===== src/rtl/ahb_fifo_pkg.sv =====
// ahb_fifo_pkg: payload width and pointer sizing shared by the FIFO controller and entry cells.
package ahb_fifo_pkg;

  localparam int FIFO_DW = 55;

  function automatic int ptr_w(input int depth);
    return (depth > 1) ? $clog2(depth) : 1;
  endfunction

endpackage


===== src/rtl/ahb_fifo_ptr.sv =====
// ahb_fifo_ptr: index pointer with an extra wrap bit; wraps modulo 2*DEPTH.
module ahb_fifo_ptr #(
  parameter int PTR_W = 3
) (
  input  logic             clk,
  input  logic             rst,
  input  logic             i_inc,
  output logic [PTR_W:0]   o_ptr
);

  logic [PTR_W:0] r_ptr;

  always_ff @(posedge clk or posedge rst) begin
    if (rst) r_ptr <= '0;
    else if (i_inc) r_ptr <= r_ptr + 1'b1;
  end

  assign o_ptr = r_ptr;

endmodule


===== src/rtl/ahb_fifo_ctrl.sv =====
// ahb_fifo_ctrl: pointers, flow control, read mux and status for the AHB request FIFO.
// Storage lives in external entry cells written through the one-hot create_en.
module ahb_fifo_ctrl
  import ahb_fifo_pkg::*;
#(
  parameter int DEPTH    = 8,
  parameter int DW       = FIFO_DW,
  parameter int AFULL_TH = 6,
  localparam int PTR_W   = ptr_w(DEPTH)
) (
  input  logic                  fifo_clk,
  input  logic                  fifo_rst,
  input  logic                  push_vld,
  output logic                  push_rdy,
  input  logic [DW-1:0]         push_data,
  output logic [DEPTH-1:0]      entry_create_en,
  output logic [DW-1:0]         entry_data_in,
  input  logic [DEPTH*DW-1:0]   entry_data_out,
  output logic                  pop_vld,
  input  logic                  pop_rdy,
  output logic [DW-1:0]         pop_data,
  output logic [PTR_W:0]        count,
  output logic                  almost_full,
  output logic                  ovf_err,
  output logic                  unf_err,
  input  logic                  err_clr
);

  logic [PTR_W:0] w_wr_ptr;
  logic [PTR_W:0] w_rd_ptr;
  logic [PTR_W:0] r_count;
  logic           r_ovf;
  logic           r_unf;
  logic           w_full;
  logic           w_empty;
  logic           w_push_fire;
  logic           w_pop_fire;

  ahb_fifo_ptr #(.PTR_W(PTR_W)) u_wr_ptr (
    .clk   (fifo_clk),
    .rst   (fifo_rst),
    .i_inc (w_push_fire),
    .o_ptr (w_wr_ptr)
  );

  ahb_fifo_ptr #(.PTR_W(PTR_W)) u_rd_ptr (
    .clk   (fifo_clk),
    .rst   (fifo_rst),
    .i_inc (w_pop_fire),
    .o_ptr (w_rd_ptr)
  );

  assign w_empty = w_wr_ptr == w_rd_ptr;
  assign w_full  = w_wr_ptr == {~w_rd_ptr[PTR_W], w_rd_ptr[PTR_W-1:0]};

  assign push_rdy = ~w_full;
  assign pop_vld  = ~w_empty;

  // Fires are masked by reset so no entry gets a write strobe while reset is held.
  assign w_push_fire = push_vld & push_rdy & ~fifo_rst;
  assign w_pop_fire  = pop_vld & pop_rdy & ~fifo_rst;

  assign entry_create_en = w_push_fire ? DEPTH'(1) << w_wr_ptr[PTR_W-1:0] : '0;
  assign entry_data_in   = push_data;
  assign pop_data        = entry_data_out[DW*int'(w_rd_ptr[PTR_W-1:0]) +: DW];

  assign count       = r_count;
  assign almost_full = r_count >= (PTR_W+1)'(AFULL_TH);
  assign ovf_err     = r_ovf;
  assign unf_err     = r_unf;

  // A new error in the same cycle as err_clr wins over the clear.
  always_ff @(posedge fifo_clk or posedge fifo_rst) begin
    if (fifo_rst) begin
      r_count <= '0;
      r_ovf   <= 1'b0;
      r_unf   <= 1'b0;
    end else begin
      r_count <= r_count + (PTR_W+1)'(w_push_fire) - (PTR_W+1)'(w_pop_fire);
      r_ovf   <= (push_vld & w_full) | (r_ovf & ~err_clr);
      r_unf   <= (pop_rdy & w_empty) | (r_unf & ~err_clr);
    end
  end

endmodule


===== config.mk =====
export PLATFORM = sky130hd
export DESIGN_NAME = ahb_fifo_ctrl
export DESIGN_NICKNAME = d
export VERILOG_FILES = /design/src/rtl/ahb_fifo_pkg.sv /design/src/rtl/ahb_fifo_ptr.sv /design/src/rtl/ahb_fifo_ctrl.sv
export SDC_FILE = /design/constraint.sdc
export NUM_CORES = 1
export LEC_CHECK = 0
export BUFFER_PORTS_ARGS = -buffer_cell sky130_fd_sc_hd__clkbuf_2
export CAP_MARGIN = 20
export CORE_AREA = 2 2 243 245
export CTS_CLUSTER_DIAMETER = 60
export DETAILED_ROUTE_END_ITERATION = 12
export DIE_AREA = 0 0 245 247
export RECOVER_POWER = 100
export SYNTH_ARGS = -nofsm -noshare
export SYNTH_HDL_FRONTEND = slang
export SYNTH_SLANG_ARGS = --single-unit

===== constraint.sdc =====
create_clock -name fifo_clk -period 6.2 [get_ports fifo_clk]
set_clock_uncertainty 0.15 [all_clocks]
set_input_delay 0.62 -clock fifo_clk [delete_from_list [all_inputs] [get_ports fifo_clk]]
set_output_delay 0.62 -clock fifo_clk [all_outputs]
set_load 0.05 [all_outputs]

==> reports/results.md, run 1 <==
## Yosys
• **fraction of synthesis flops using an asynchronous set or reset pin** 100%
• **share of the synthesized area in the top cell type** 54.0%
• **cell count after synthesis** 341
• **proportion of synthesized area in mux cells** 67.7%
• **post-synthesis share of cell area spent on full adders, half adders and majority gates** 3.71%
• **register bit count reported by yosys** 14
• **combinational family with the most area after synthesis** multiplexers
• **sequential-to-total area share from yosys stat** 7.63%
• **xor-xnor portion of the synthesized cell area** 2.10%
• **total of warnings raised by yosys** 0
• **Mean Syn Cell Area** 13.5 µm²
• **fraction of the mapped netlist area in compound gates** 1.50%
• **post-synth top area cell** sky130_fd_sc_hd__mux4_2
• **summed instance area of the synthesized netlist** 0.00459 mm²
• **Main synth FF type** sky130_fd_sc_hd__dfrtp_1
• **Post-synth top cells** 110 x sky130_fd_sc_hd__mux4_2, 55 x sky130_fd_sc_hd__buf_4, 55 x sky130_fd_sc_hd__mux2_2
• **Post-Synthesis Net Count** 854
• **dominant cells by area after synthesis** sky130_fd_sc_hd__mux4_2 54%, sky130_fd_sc_hd__mux2_2 13%, sky130_fd_sc_hd__buf_4 9.0%
• **count of flip-flops with a built-in enable after synthesis** 0
• **synthesized-area fraction occupied by and/or/nand/nor cells** 2.75%
• **most repeated cell in the gate-level netlist after synthesis** sky130_fd_sc_hd__mux4_2
• **synth unique cells** 29

## Place
• **HPWL reported at the end of detailed placement** 24.8 mm
• **placer congestion estimate** 0.852
• **setup slack at placement** 2.74 ns
• **post-placement cell area** 0.00758 mm²
• **Port Buffers** 516

## Route
• **via count of the routed design** 5,091
• **violation count after the first detailed-route iteration** 218
• **first-pass iteration count of the detailed router** 4
• **total routed wirelength** 27.3 mm
• **DR DRC count** 0
• **mean routed wirelength per cell** 17.6 µm
• **number of nets with antenna violations after detailed routing** 0
• **number of vias per cell** 3.28

## CTS
• **Post-CTS Setup Bufs** 0
• **clock tree sinks** 14
• **Reg clk slew, reported paths** 0.05 ns
• **post-CTS sizing** 0
• **buffer depth of the longest clock path** 2
• **TritonCTS clock tree** yes
• **H-tree levels** 1
• **Worst-Skew Late Latency** 0.24 ns
• **CTS root buf** sky130_fd_sc_hd__clkbuf_16
• **Hold Buf Count CTS** 0
• **number of clock buffers inserted by TritonCTS** 3

## STA
• **setup slack of the critical path after layout** 1.43 ns
• **RSZ-0062 raised after global routing** false
• **max-slew violation count** 47
• **final clock period utilization by the worst path** 77.0%
• **final-report setup violation count** 0
• **shortest clock period the worst path allows after layout** 4.77 ns
• **Hold Violations, Final** 0
• **worst slew slack as a fraction of its limit** -46.5%
• **highest clock frequency the design can meet** 210 MHz
• **setup TNS** 0 ns
• **worst-margin pin slew** 2.20 ns

## Critical path
• **critical path arrival** 4.00 ns
• **cell-by-cell trace of the critical path** buf_4 > mux4_2 > mux2_2 > clkbuf_1
• **critical path start-end classification** reg -> out
• **category of the worst setup path capture point** output port
• **delay of the slowest cell on the worst path** 1.77 ns
• **highest-delay cell along the critical path** sky130_fd_sc_hd__dfrtp_1
• **kind of launch point of the worst setup path** register
• **crit path max fanout** 51
• **buffers plus inverters on the worst setup path** 2
• **Crit path max-delay family** flip-flops
• **CP Data Required Time** 5.43 ns

## Power
• **PwrDens** 510 mW/mm²
• **largest voltage drop on the vdd net** 490 µV
• **P_leak** 3.37 nW

## GRT
• **overall global routing resource usage** 8.29%
• **initial antenna violation count** 5
• **largest net degree at the start of global routing** 62
• **GRT Residual Overflow** 0
• **number of global-route vias before repair** 5,368
• **global-route wire length before repair** 36.3 mm

## Run status
• **outcome** finished, violations left
• **violations in the final reports** capacitance limit, slew limit

## Cells and area
• **share of cells above drive strength 1** 79.9%
• **Total Nets Final** 1,291
• **footprint of the flip-flops and latches** 358 µm²
• **relative area change from synthesis to final layout** 65.2%
• **Fill cells** 6,655
• **Multi-input gate area** 0.00357 mm²
• **cell area after layout** 0.00758 mm²

## Die
• **initial cell density of the core** 7.88%
• **Core Region** 0.0582 mm²
• **Die X** 245 µm
• **floorplan row count** 89
• **number of top-level design ports** 627
• **Die Outline Area** 0.0605 mm²
• **height of the die** 247 µm

## Flow run
• **max-capacitance violation count** 1

## Min path
• **Min-Delay Path Class** in -> async

power by group:
part | switching [mW] | internal (mW) | leakage (nW)
combinational | 2.12 | 1.27 | 3.15
clock | 0.0370 | 0.0977 | 0.0442
sequential | 0.199 | 0.141 | 0.169
state kept, by name, indices dropped and copies added, names as in the netlist:
name	flops
u_rd_ptr.o_ptr	4
unf_err	1
count	4
ovf_err	1
u_wr_ptr.o_ptr	4
stage by stage:
step / utilization [%] / hold WS [ns] / total power, mW / instances
detailed placement: 13.0 / 0.372 / 3.86 / 1546
CTS: 13.2 / 0.309 / 4.01 / 1550
floorplan: - / 0.359 / 3.14 / 341
finish: 13.0 / 0.294 / 3.87 / 1552
global placement: 13.0 / 0.370 / 3.84 / 1546
global route: 13.0 / 0.354 / 4.12 / 1550
per-layer routing:
metal | GRT usage (%) | share of wire (%) | vias up
met5 | 0 | 0.099 | -
met4 | 1.49 | 1.8 | 4
met3 | 3.59 | 13 | 28
met2 | 14.5 | 49 | 380
met1 | 9.42 | 37 | 2460
li1 | - | - | 2219
final timing paths:
| check | startpoint | end | slack, ns | depth (start not counted) |
|---|---|---|---|---|
| worst max-delay path | u_rd_ptr.o_ptr[1] | pop_data[27] | 1.43 | 4 |
| worst min-delay path | fifo_rst | count[0] | 0.29 | 2 |
| worst max register to register | u_rd_ptr.o_ptr[1] | count[2] | 2.06 | 9 |
| worst min register to register | unf_err | unf_err | 0.38 | 2 |
| max in group asynchronous | fifo_rst | u_rd_ptr.o_ptr[2] | 5.19 | 2 |
| min in group fifo_clk | unf_err | unf_err | 0.38 | 2 |
cells in the final DEF, fill, tap and decap left out, types with 2 or more instances in the layout:
cell,synthesis,routed
sky130_fd_sc_hd__xor2_1,5,5
sky130_fd_sc_hd__clkbuf_2,1,445
sky130_fd_sc_hd__o21ai_0,3,5
sky130_fd_sc_hd__mux4_2,110,110
sky130_fd_sc_hd__inv_1,14,14
sky130_fd_sc_hd__nand2_1,8,8
sky130_fd_sc_hd__and2_1,2,2
sky130_fd_sc_hd__diode_2,0,2
sky130_fd_sc_hd__o41a_1,2,2
sky130_fd_sc_hd__dfrtp_1,14,12
sky130_fd_sc_hd__ha_1,12,12
sky130_fd_sc_hd__mux2_2,55,55
sky130_fd_sc_hd__nor2b_1,2,2
sky130_fd_sc_hd__nand4_1,2,2
sky130_fd_sc_hd__clkbuf_16,0,3
sky130_fd_sc_hd__buf_4,55,4
sky130_fd_sc_hd__and3_1,6,6
sky130_fd_sc_hd__dfrtp_4,0,2
sky130_fd_sc_hd__xnor2_1,6,6
sky130_fd_sc_hd__clkbuf_1,11,71
sky130_fd_sc_hd__nand3_1,2,2
logic make-up after synthesis:
logic type	Yosys count
buffers and inverters	103
adders and majority gates	13
xor gates and xnor gates	11
and+or+nand+nor	24
AOI/OAI and AO/OA	10
muxes	166
DFF	14
layout make-up:
type / instances / area share (%)
clock buffer: 4 / 1.17
antenna: 2 / 0.0660
sequential: 14 / 4.72
multi-input combinational: 224 / 47.1
timing repair buffer: 521 / 33.5
tap: 773 / 12.8
inverter: 14 / 0.693
(Power assumes the default switching activity.)
==> inputs of run 2 (changes only) <==
CORE_AREA = 2 2 245 247   (was 2 2 243 245)
DIE_AREA = 0 0 247 249   (was 0 0 245 247)
clock period = 4.1 ns   (was 6.2 ns; I/O delays follow)
==> run 2 against run 1 <==
  * The run now ends clean
  * Utilization down 0.060 points
  * Worst setup slack got worse by 0.72 ns
  * Die area increased by 1.6%
  * First-iteration DRC count is 21% higher
  * Cell count is 0.19% higher
  * Critical endpoint is now pop_data[30]
  * Highest routed layer unchanged
==> reports/results.md, run 2 (synthesis gave the netlist of run 1 again) <==
## Run status
• **outcome** completed

## Power
• **power spent charging and discharging nets** 3.58 mW
• **cell internal pwr** 2.27 mW
• **Clk pwr share** 3.3%
• **PwrDens** 770 mW/mm²
• **largest voltage drop on the vdd net** 551 µV
• **Logic pwr share** 91.1%
• **switching portion of total power** 61.2%
• **portion of total power attributed to sequential cells** 5.6%
• **Overall Power** 5.85 mW
• **P_leak** 3.37 nW

## Route
• **total routed wirelength** 26.6 mm
• **DR DRC count** 0
• **number of nets with antenna violations after detailed routing** 0
• **number of vias per cell** 3.30
• **first-pass iteration count of the detailed router** 4
• **violation count after the first detailed-route iteration** 264
• **via count of the routed design** 5,127
• **mean routed wirelength per cell** 17.1 µm

## CTS
• **TritonCTS clock tree** yes
• **Hold Buf Count CTS** 0
• **Post-CTS Setup Bufs** 0
• **number of clock buffers inserted by TritonCTS** 3
• **Worst-Skew Late Latency** 0.25 ns
• **Reg clk slew, reported paths** 0.05 ns
• **H-tree levels** 1
• **CTS root buf** sky130_fd_sc_hd__clkbuf_16
• **post-CTS sizing** 0
• **clock tree sinks** 14
• **buffer depth of the longest clock path** 2

## Die
• **Die X** 247 µm
• **initial cell density of the core** 7.82%
• **number of top-level design ports** 627
• **Core Region** 0.0587 mm²
• **Die Outline Area** 0.0615 mm²
• **height of the die** 249 µm
• **floorplan row count** 89

## GRT
• **GRT Residual Overflow** 0
• **global-route wire length before repair** 34.9 mm
• **largest net degree at the start of global routing** 114
• **number of global-route vias before repair** 5,380
• **initial antenna violation count** 7
• **overall global routing resource usage** 7.85%

## Critical path
• **kind of launch point of the worst setup path** register
• **critical path arrival** 2.83 ns
• **reg-to-reg critical path startpoint** u_rd_ptr.o_ptr[0]
• **category of the worst setup path capture point** output port
• **critical path startpoint** u_rd_ptr.o_ptr[0]
• **critical path start-end classification** reg -> out
• **CP Data Required Time** 3.54 ns
• **crit path max fanout** 53

## STA
• **final-report setup violation count** 0
• **setup slack of the critical path after layout** 0.705 ns
• **worst-margin pin slew** 1.10 ns
• **worst slew slack as a fraction of its limit** 26.8%
• **shortest clock period the worst path allows after layout** 3.39 ns
• **setup TNS** 0 ns
• **highest clock frequency the design can meet** 295 MHz
• **final clock period utilization by the worst path** 82.8%
• **Hold Violations, Final** 0
• **max-slew violation count** 0
• **RSZ-0062 raised after global routing** false

## Cells and area
• **relative area change from synthesis to final layout** 65.7%
• **top library cells by usage in the layout, fill and taps aside** 445 x sky130_fd_sc_hd__clkbuf_2, 110 x sky130_fd_sc_hd__mux4_2, 72 x sky130_fd_sc_hd__clkbuf_1, 55 x sky130_fd_sc_hd__mux2_2, 14 x sky130_fd_sc_hd__inv_1
• **share of the core filled with cells** 13.0%
• **most common cell after layout, fill and taps aside** sky130_fd_sc_hd__clkbuf_2
• **share of cells above drive strength 1** 79.8%
• **Post-Layout Cell Count** 1,555
• **Fill cells** 6,758
• **Total Nets Final** 1,291

## Place
• **Placed Cells incl. Taps** 1,546
• **HPWL reported at the end of detailed placement** 24.2 mm
• **placer congestion estimate** 0.912
• **setup slack at placement** 1.23 ns
• **Port Buffers** 516

## Min path
• **Min-Delay Path Class** in -> async

## Flow run
• **max-capacitance violation count** 0

[run 2: changes by cell type in the layout (fill, tap and decap cells not counted), sizes merged]
| cell | change |
|---|---|
| diode | +3 |
[run 2: power by group through the flow]
| stage | Clock [mW] | Combinational, mW | Sequential, mW |
|---|---|---|---|
| 2_1_floorplan | 0 | 4.38 | 0.365 |
| 3_3_place_gp | 0 | 5.55 | 0.343 |
| 3_5_place_dp | 0 | 5.56 | 0.340 |
| 4_1_cts | 0.197 | 5.58 | 0.341 |
| 5_1_grt | 0.199 | 5.69 | 0.349 |
| 6_report | 0.190 | 5.33 | 0.329 |
[run 2: area by class of cell]
type / count / area (µm²) / share of cell area [%]
antenna: 5 / 12.5 / 0.164
clock buffer: 4 / 78.8 / 1.04
multi-input combinational: 224 / 3570 / 46.9
inverter: 14 / 52.6 / 0.691
sequential: 14 / 358 / 4.70
tap: 773 / 967 / 12.7
timing repair buffer: 521 / 2570 / 33.8
[run 2: metrics by stage]
step                instance area (µm²)  hold WS [ns]
finish                             7610        0.0658
detailed placement                 7610         0.351
floorplan                          4590         0.149
global route                       7600         0.142
CTS                                7690        0.0825
global placement                   7610         0.346
[run 2: critical path: stages, from the launching register on]
cell	delay [ns]
sky130_fd_sc_hd__dfrtp_1	0.74
sky130_fd_sc_hd__buf_12	0.40
sky130_fd_sc_hd__mux4_2	0.56
sky130_fd_sc_hd__mux2_2	0.28
sky130_fd_sc_hd__clkbuf_1	0.47
[run 2: per-layer routing]
| metal | share of wire (%) | GRT usage [%] | up-vias | routed length [µm] |
|---|---|---|---|---|
| li1 | - | - | 2229 | - |
| met5 | 0.13 | 0 | - | 34 |
| met3 | 14 | 2.73 | 36 | 3710 |
| met4 | 4.0 | 3.17 | 6 | 1080 |
| met2 | 46 | 13.3 | 381 | 12300 |
| met1 | 36 | 8.90 | 2475 | 9480 |
[run 2: path summary, 6_finish.rpt]
| path | to | slack, ns | cells after the start |
|---|---|---|---|
| max | pop_data[30] | 0.71 | 4 |
| min | count[0] | 0.07 | 2 |
| max reg2reg | count[2] | 1.09 | 9 |
| min reg2reg | unf_err | 0.37 | 2 |
| max in group asynchronous | u_rd_ptr.o_ptr[1] | 3.32 | 2 |
| min in group fifo_clk | ovf_err | 0.23 | 2 |
